## config.mk

```make
export PLATFORM = sky130hd
export DESIGN_NAME = spi_peripheral
export DESIGN_NICKNAME = d
export VERILOG_FILES = /design/src/rtl/spi_pkg.sv /design/src/rtl/spi_sync_edge.sv /design/src/rtl/spi_peripheral.sv
export SDC_FILE = /design/constraint.sdc
export NUM_CORES = 1
export LEC_CHECK = 0
export ABC_AREA = 1
export ABC_CLOCK_PERIOD_IN_PS = 1900
export BUFFER_PORTS_ARGS = -buffer_cell sky130_fd_sc_hd__buf_2
export CAP_MARGIN = 20
export CORE_ASPECT_RATIO = 1.5
export CORE_UTILIZATION = 55
export CTS_CLUSTER_SIZE = 28
export DETAILED_ROUTE_END_ITERATION = 8
export PLACE_DENSITY = 0.77
export REMOVE_ABC_BUFFERS = 1
export SYNTH_ARGS = -nofsm -noshare
export SYNTH_HDL_FRONTEND = slang
export SYNTH_HIERARCHICAL = 1
export SYNTH_SLANG_ARGS = --single-unit
```

## constraint.sdc

```tcl
create_clock -name clk -period 1.9 [get_ports clk]
set_clock_uncertainty 0.15 [all_clocks]
set_input_delay 0.095 -clock clk [delete_from_list [all_inputs] [get_ports clk]]
set_output_delay 0.095 -clock clk [all_outputs]
set_load 0.02 [all_outputs]
```

## src/rtl/spi_pkg.sv

```systemverilog
// rtl/spi_pkg.sv - shared types and constants for the SPI configuration target
package spi_pkg;

   // Frame geometry: R/W bit, 7-bit address, 8-bit data, MSB first
   localparam int FRAME_BITS = 16;
   localparam int ADDR_W     = 7;

   // Receive state machine encoding
   typedef enum logic [1:0] {
      WAIT_IDLE = 2'd0,
      IDLE      = 2'd1,
      SHIFT     = 2'd2,
      FULL      = 2'd3
   } spi_state_e;

   // Register map
   localparam logic [ADDR_W-1:0] ADDR_EN_OUT_LO = 7'h00;
   localparam logic [ADDR_W-1:0] ADDR_EN_OUT_HI = 7'h01;
   localparam logic [ADDR_W-1:0] ADDR_EN_PWM_LO = 7'h02;
   localparam logic [ADDR_W-1:0] ADDR_EN_PWM_HI = 7'h03;
   localparam logic [ADDR_W-1:0] ADDR_DUTY      = 7'h04;

endpackage

```

## src/rtl/spi_sync_edge.sv

```systemverilog
// rtl/spi_sync_edge.sv - pin synchronizer with delay flop and edge detect
module spi_sync_edge #(
   parameter int STAGES = 2
) (
   input  logic clk,
   input  logic rst_n,
   input  logic din,
   output logic level,
   output logic rise,
   output logic fall
);

   logic [STAGES-1:0] sync_q;
   logic              dly_q;

   // Shift the asynchronous pin through the synchronizer chain, then one delay flop
   always_ff @(posedge clk or negedge rst_n) begin
      if (!rst_n) begin
         sync_q <= '0;
         dly_q  <= 1'b0;
      end else begin
         sync_q <= {sync_q[STAGES-2:0], din};
         dly_q  <= sync_q[STAGES-1];
      end
   end

   assign level = sync_q[STAGES-1];
   assign rise  = level & ~dly_q;
   assign fall  = ~level & dly_q;

endmodule

```

## src/rtl/spi_peripheral.sv

```systemverilog
// rtl/spi_peripheral.sv - write-only mode-0 SPI target feeding the PWM configuration registers
module spi_peripheral
   import spi_pkg::*;
#(
   parameter int SYNC_STAGES = 2,
   parameter int NUM_REGS    = 5
) (
   input  logic       clk,
   input  logic       rst_n,
   input  logic       sclk,
   input  logic       copi,
   input  logic       ncs,
   output logic [7:0] en_reg_out_7_0,
   output logic [7:0] en_reg_out_15_8,
   output logic [7:0] en_reg_pwm_7_0,
   output logic [7:0] en_reg_pwm_15_8,
   output logic [7:0] pwm_duty_cycle,
   output logic       wr_strobe
);

   localparam logic [1:0] S_WAIT_IDLE = WAIT_IDLE;
   localparam logic [1:0] S_IDLE      = IDLE;
   localparam logic [1:0] S_SHIFT     = SHIFT;
   localparam logic [1:0] S_FULL      = FULL;

   localparam logic [4:0]      LAST_BIT    = 5'(FRAME_BITS - 1);
   localparam logic [ADDR_W:0] NUM_REGS_W  = NUM_REGS[ADDR_W:0];

   logic sclk_level_unused, sclk_rise, sclk_fall_unused;
   logic copi_level, copi_rise_unused, copi_fall_unused;
   logic ncs_level, ncs_rise, ncs_fall;

   logic [1:0]            state;
   logic [4:0]            bit_cnt;
   logic [FRAME_BITS-1:0] shreg;
   logic [ADDR_W-1:0]     frame_addr;
   logic [7:0]            frame_data;
   logic                  commit;

   spi_sync_edge #(.STAGES(SYNC_STAGES)) u_sync_sclk (
      .clk(clk), .rst_n(rst_n), .din(sclk),
      .level(sclk_level_unused), .rise(sclk_rise), .fall(sclk_fall_unused)
   );

   spi_sync_edge #(.STAGES(SYNC_STAGES)) u_sync_copi (
      .clk(clk), .rst_n(rst_n), .din(copi),
      .level(copi_level), .rise(copi_rise_unused), .fall(copi_fall_unused)
   );

   spi_sync_edge #(.STAGES(SYNC_STAGES)) u_sync_ncs (
      .clk(clk), .rst_n(rst_n), .din(ncs),
      .level(ncs_level), .rise(ncs_rise), .fall(ncs_fall)
   );

   assign frame_addr = shreg[FRAME_BITS-2 -: ADDR_W];
   assign frame_data = shreg[7:0];

   // A complete write frame to an implemented address commits on the ncs rise
   assign commit = (state == S_FULL) && ncs_rise && shreg[FRAME_BITS-1]
                   && ({1'b0, frame_addr} < NUM_REGS_W);

   // Frame receive FSM: ncs rise always returns to IDLE, leaving a short frame uncommitted
   always_ff @(posedge clk or negedge rst_n) begin
      if (!rst_n) begin
         state   <= S_WAIT_IDLE;
         bit_cnt <= '0;
         shreg   <= '0;
      end else begin
         case (state)
            S_WAIT_IDLE: begin
               if (ncs_level) state <= S_IDLE;
            end
            S_IDLE: begin
               if (ncs_fall) begin
                  state   <= S_SHIFT;
                  bit_cnt <= '0;
                  shreg   <= '0;
               end
            end
            S_SHIFT: begin
               if (ncs_rise) begin
                  state <= S_IDLE;
               end else if (sclk_rise) begin
                  shreg   <= {shreg[FRAME_BITS-2:0], copi_level};
                  bit_cnt <= bit_cnt + 5'd1;
                  if (bit_cnt == LAST_BIT) state <= S_FULL;
               end
            end
            default: begin
               if (ncs_rise) state <= S_IDLE;
            end
         endcase
      end
   end

   // Configuration registers hold until a committed write to their own address
   always_ff @(posedge clk or negedge rst_n) begin
      if (!rst_n) begin
         en_reg_out_7_0  <= 8'h00;
         en_reg_out_15_8 <= 8'h00;
         en_reg_pwm_7_0  <= 8'h00;
         en_reg_pwm_15_8 <= 8'h00;
         pwm_duty_cycle  <= 8'h00;
         wr_strobe       <= 1'b0;
      end else begin
         wr_strobe <= commit;
         if (commit) begin
            case (frame_addr)
               ADDR_EN_OUT_LO: en_reg_out_7_0  <= frame_data;
               ADDR_EN_OUT_HI: en_reg_out_15_8 <= frame_data;
               ADDR_EN_PWM_LO: en_reg_pwm_7_0  <= frame_data;
               ADDR_EN_PWM_HI: en_reg_pwm_15_8 <= frame_data;
               ADDR_DUTY:      pwm_duty_cycle  <= frame_data;
               default: ;
            endcase
         end
      end
   end

endmodule

```

# Yosys cells after proc, flatten, opt, wreduce, memory -nomap -nowiden
# Index checks and enable logic that the tools add are counted.
# classes
n_bitwise,6
n_addsub,1
mux,15
magnitude_cmp,1
n_reduce_logical,14
eq_ne,14
# op_table
operator,count
2-to-1 mux 16 bit,3
one-hot mux 16 bit (2 select lines),1
2-to-1 mux 5 bit,3
"equality test 7 x 2 -> 1 bit, second input constant",2
2-to-1 mux 2 bit,6
one-hot mux 5 bit (2 select lines),1
AND reduction 2 bit,5
"equality test 7 x 1 -> 1 bit, second input constant",1
"equality test 7 x 3 -> 1 bit, second input constant",1
zero test 7 bit,1
"less-than comparator 7 x 3 -> 1 bit, second input constant",1
"!= test 2 bit, second input constant",3
"!= test 3 bit, second input constant",2
one-hot mux 2 bit (3 select lines),1
"adder 5 x 1 -> 5 bit, second input constant",1
"equality test 5 x 4 -> 1 bit, second input constant",1
AND reduction 5 bit,1
"equality test 2 bit, second input constant",2
AND reduction 4 bit,1
nonzero test 4 bit,1
bitwise AND 1 bit,3
logical AND 1 bit,3
inverter 1 bit,3
"equality test 2 x 1 -> 1 bit, second input constant",1
3 further kinds,3
# word_totals
reg_bits,72
word_cells,65
input_bits,5

# Depth between registers and ports, before layout
# depth
word_depth,6
depth_mapped,10

# Cells and area by module
# The synthesis kept the hierarchy.
# by_module_without_submodules
mod,cells_per_inst,area_per_inst_um2,n_inst,seq_area_each_um2
spi_peripheral,329,2842.7,1,1601.5
spi_sync_edge,7,90.1,3,75.1

# Worst setup path after synthesis
# No wires, ideal clock.
# synth_path
path_kind,reg-to-reg
start,register state[0]
end,register bit_cnt[2]
slack_ns,0.233
stages_incl_launch_ff,9
setup_ns,0.133
arrival_ns,1.384
cell_sequence,dfrtp_1 inv_1 ha_1 nand2_1 nand2_1 inv_1 nand2_1 clkbuf_1 o21ai_0
# synth_via
elab_chain_len,3
elab_cells_between_ends,8
cone_classes,eq/ne (5); mux (1); reduce/logical (2)
# synth_rtl
item,line,source
start: declaration,spi_peripheral.sv:33,logic [1:0] state;
start signal: assignment,spi_peripheral.sv:65,state <= S_WAIT_IDLE;
start signal: assignment,spi_peripheral.sv:71,if (ncs_level) state <= S_IDLE;
start signal: assignment,spi_peripheral.sv:75,state <= S_SHIFT;
equality test 2 bit / equality test 2 x 1 -> 1 bit (equally long branches),spi_peripheral.sv:69,case (state)
!= test 2 bit (no line) / nonzero test 2 bit (equally long branches),--,
AND reduction 4 bit (no line),--,
end signal: assignment,spi_peripheral.sv:85,bit_cnt <= bit_cnt + 5'd1;
end: declaration,spi_peripheral.sv:34,logic [4:0] bit_cnt;
# Parallel ways exist; a longest one is shown, timed or not.
# A chain may end at the register's enable or synchronous reset.

# Worst setup path after layout
# layout_path
start,register u_sync_ncs.sync_q[1]
end,register en_reg_out_15_8[7]
# layout_via
elab_chain_len,5
# layout_rtl
item,line,source
start: declaration,spi_sync_edge.sv:13,logic [STAGES-1:0] sync_q;
start signal: assignment,spi_sync_edge.sv:22,"sync_q <= {sync_q[STAGES-2:0], din};"
bitwise AND 1 bit,spi_sync_edge.sv:28,assign rise = level & ~dly_q;
named net ncs_rise,spi_peripheral.sv:31,"logic ncs_level, ncs_rise, ncs_fall;"
logical AND 1 bit (2 in series),spi_peripheral.sv:59,assign commit = (state == S_FULL) && ncs_rise && shreg[FRAME_BITS-1]
logical AND 1 bit,spi_peripheral.sv:60,"&& ({1'b0, frame_addr} < NUM_REGS_W);"
AND reduction 2 bit (no line),--,
end signal: assignment,spi_peripheral.sv:110,ADDR_EN_OUT_HI: en_reg_out_15_8 <= frame_data;
end: declaration,spi_peripheral.sv:14,"output logic [7:0] en_reg_out_15_8,"
# The timed path passes the listed nets, and every way through them passes these cells.

==> impl_metrics.json <==
{
  "hold_slack_ns": 0.103,
  "die_w_microns": 63.0,
  "wl_per_cell_microns": 13.6,
  "core_area_sq_mm": 0.00525,
  "antenna_found_initial": 0,
  "num-nets-final": 415,
  "setup_viol": 0,
  "fillers": 415,
  "tns_ns": 0,
  "drive_gt1_frac": 0.213,
  "clk_latency_ns": 0.35,
  "hold_violations": 0,
  "worst_setup_path_end_kind": "register",
  "antenna_left": 0,
  "synth_warnings": 6,
  "dr.pass1.iters": 4,
  "place_congestion": 0.820,
  "syn-mean-instance-area_sq_um": 8.94,
  "syn-instance-count": 343,
  "num_vias": 2543,
  "via_per_inst": 5.34,
  "syn_to_final_growth_pct": 21.2,
  "power_frac_comb": 0.160,
  "fin_crit_sh": 0.929,
  "critPathMaxFanout": 46,
  "die_h_microns": 93.4,
  "intPower_w": 0.00234,
  "required_ns": 1.98,
  "root_buffer": "clkbuf_8",
  "worst_pin_slew_ns": 0.530,
  "fin_crit_ns": 1.76,
  "startpoint_type": "register",
  "path_class": "reg -> reg",
  "wl_microns": 6480,
  "clk_pin_slew_ns": 0.08,
  "grt_pass1_wl_microns": 10500,
  "regToRegSetupSlack_ns": 0.14,
  "p_sw_frac": 0.299,
  "globalRoute.totalOverflow": 0,
  "globalRouteTotalUtil": 0.234,
  "outcome": "finished clean",
  "drc": 0,
  "grt_pass1_vias": 2336,
  "insertedDiodeCount": 0,
  "fin_cells": 476,
  "timing.final.max_slew_violations": 0,
  "ctsHtreeMaxLevel": 3,
  "p_per_area_mw_per_mm2": 900,
  "cap_violations": 0,
  "syn_area_sq_mm": 0.00307,
  "arrival_ns": 1.85,
  "hold_class": "in -> async",
  "dieArea_sq_mm": 0.00588,
  "clkPwrFrac": 0.342,
  "numClockSinks": 72,
  "power_frac_seq": 0.498,
  "dp_hpwl_microns": 4330,
  "max_freq_ghz": 0.567,
  "max-slew-margin-rel": 0.647,
  "p_leak_nw": 2.11,
  "p_switching_w": 0.00100,
  "max-vdd-ir-drop_mv": 0.604,
  "ctsLongestPathBuffers": 2,
  "cts_tree": "done",
  "io_buffers": 45,
  "ios": 46,
  "cts_made_buffers": 9,
  "first_iter_violations": 137,
  "rows": 32,
  "grt_max_degree": 52,
  "post-place-cells": 455,
  "initial_utilization": 0.584
}
==> sequential cells by signal (all words and copies together) (netlist names) <==
name,cells
u_sync_sclk/dly_q,1
en_reg_pwm_7_0,8
u_sync_copi/sync_q,2
shreg,16
u_sync_sclk/sync_q,2
en_reg_out_15_8,8
u_sync_ncs/sync_q,2
state,2
pwm_duty_cycle,8
u_sync_ncs/dly_q,1
bit_cnt,5
en_reg_out_7_0,8
wr_strobe,1
en_reg_pwm_15_8,8
==> cell type report <==
class	instances	area, sq um	share of cell area
Inverter	21	78.8	0.0212
Sequential cell	72	1800	0.485
Clock buffer	12	165	0.0445
Clock inverter	4	26.3	0.00707
Timing Repair Buffer	61	393	0.106
Multi-Input combinational cell	238	1160	0.314
Tap cell	68	85.1	0.0229
==> per-stage QoR <==
step | instance area [sq um] | power, W | setup slack (ns) | utilization
final | 3710 | 0.00334 | 0.135 | 0.708
after global routing | 3710 | 0.00350 | -0.00345 | 0.708
after CTS | 3680 | 0.00333 | 0.0475 | 0.702
after detailed placement | 3450 | 0.00220 | 0.0691 | 0.657
after global placement | 3450 | 0.00219 | 0.110 | 0.657
after floorplan | 3010 | 0.00199 | -0.768 | -
==> worst max-delay path, stage by stage, from the launching register on <==
cell	delay, ns
dfrtp_1	0.38
inv_1	0.06
nor2_1	0.16
nand2_1	0.07
inv_1	0.05
nand2_1	0.05
nor2_2	0.13
buf_12	0.22
nand3_2	0.19
nand2_1	0.11
nand2_1	0.06
==> routing by layer <==
layer	vias to the layer above	part of all wire	GRT usage
met5	-	0	0
met4	0	0.031	0.151
met3	17	0.040	0.0305
met2	67	0.52	0.409
met1	1206	0.41	0.264
li1	1253	-	-
==> power by group through the flow <==
stage,clock network [W],logic [W],registers [W]
6_report,0.00114,0.000535,0.00167
5_1_grt,0.00122,0.000606,0.00167
4_1_cts,0.00115,0.000512,0.00166
3_5_place_dp,0,0.000502,0.00169
3_3_place_gp,0,0.000497,0.00169
2_1_floorplan,0,0.000324,0.00166
==> cells in the final DEF, fill, tap and decap left out, types with 2 or more instances in the layout <==
cell type	instances
clkinv_2	2
ha_1	6
buf_12	3
nor2_2	6
nor2_1	11
nand3_1	16
buf_4	9
clkbuf_8	12
nand4_1	41
dlygate4sd3_1	4
o21ai_0	9
nand3_2	5
buf_2	45
nand2_1	137
dfrtp_1	72
inv_1	20
nand3b_1	2
==> repair_timing <==
item                                   4_1_cts  5_1_grt
endpoints found under the hold margin       24        0
buffers inserted                             0        1
hold buffers                                 4        0
setup endpoints to repair                    0       57
gates resized for setup                      0        8
==> final timing paths <==
kind | start | end | cells past startpoint
min reg2reg | u_sync_copi/sync_q[0] | u_sync_copi/sync_q[1] | 0
min | rst_n | en_reg_out_7_0[2] | 2
min in group clk | u_sync_copi/sync_q[0] | u_sync_copi/sync_q[1] | 0
max | u_sync_ncs/sync_q[1] | en_reg_out_15_8[7] | 10
max in group asynchronous | rst_n | bit_cnt[4] | 3
max reg2reg | u_sync_ncs/sync_q[1] | en_reg_out_15_8[7] | 10
No activity file was read; power rests on OpenSTA's default activity.
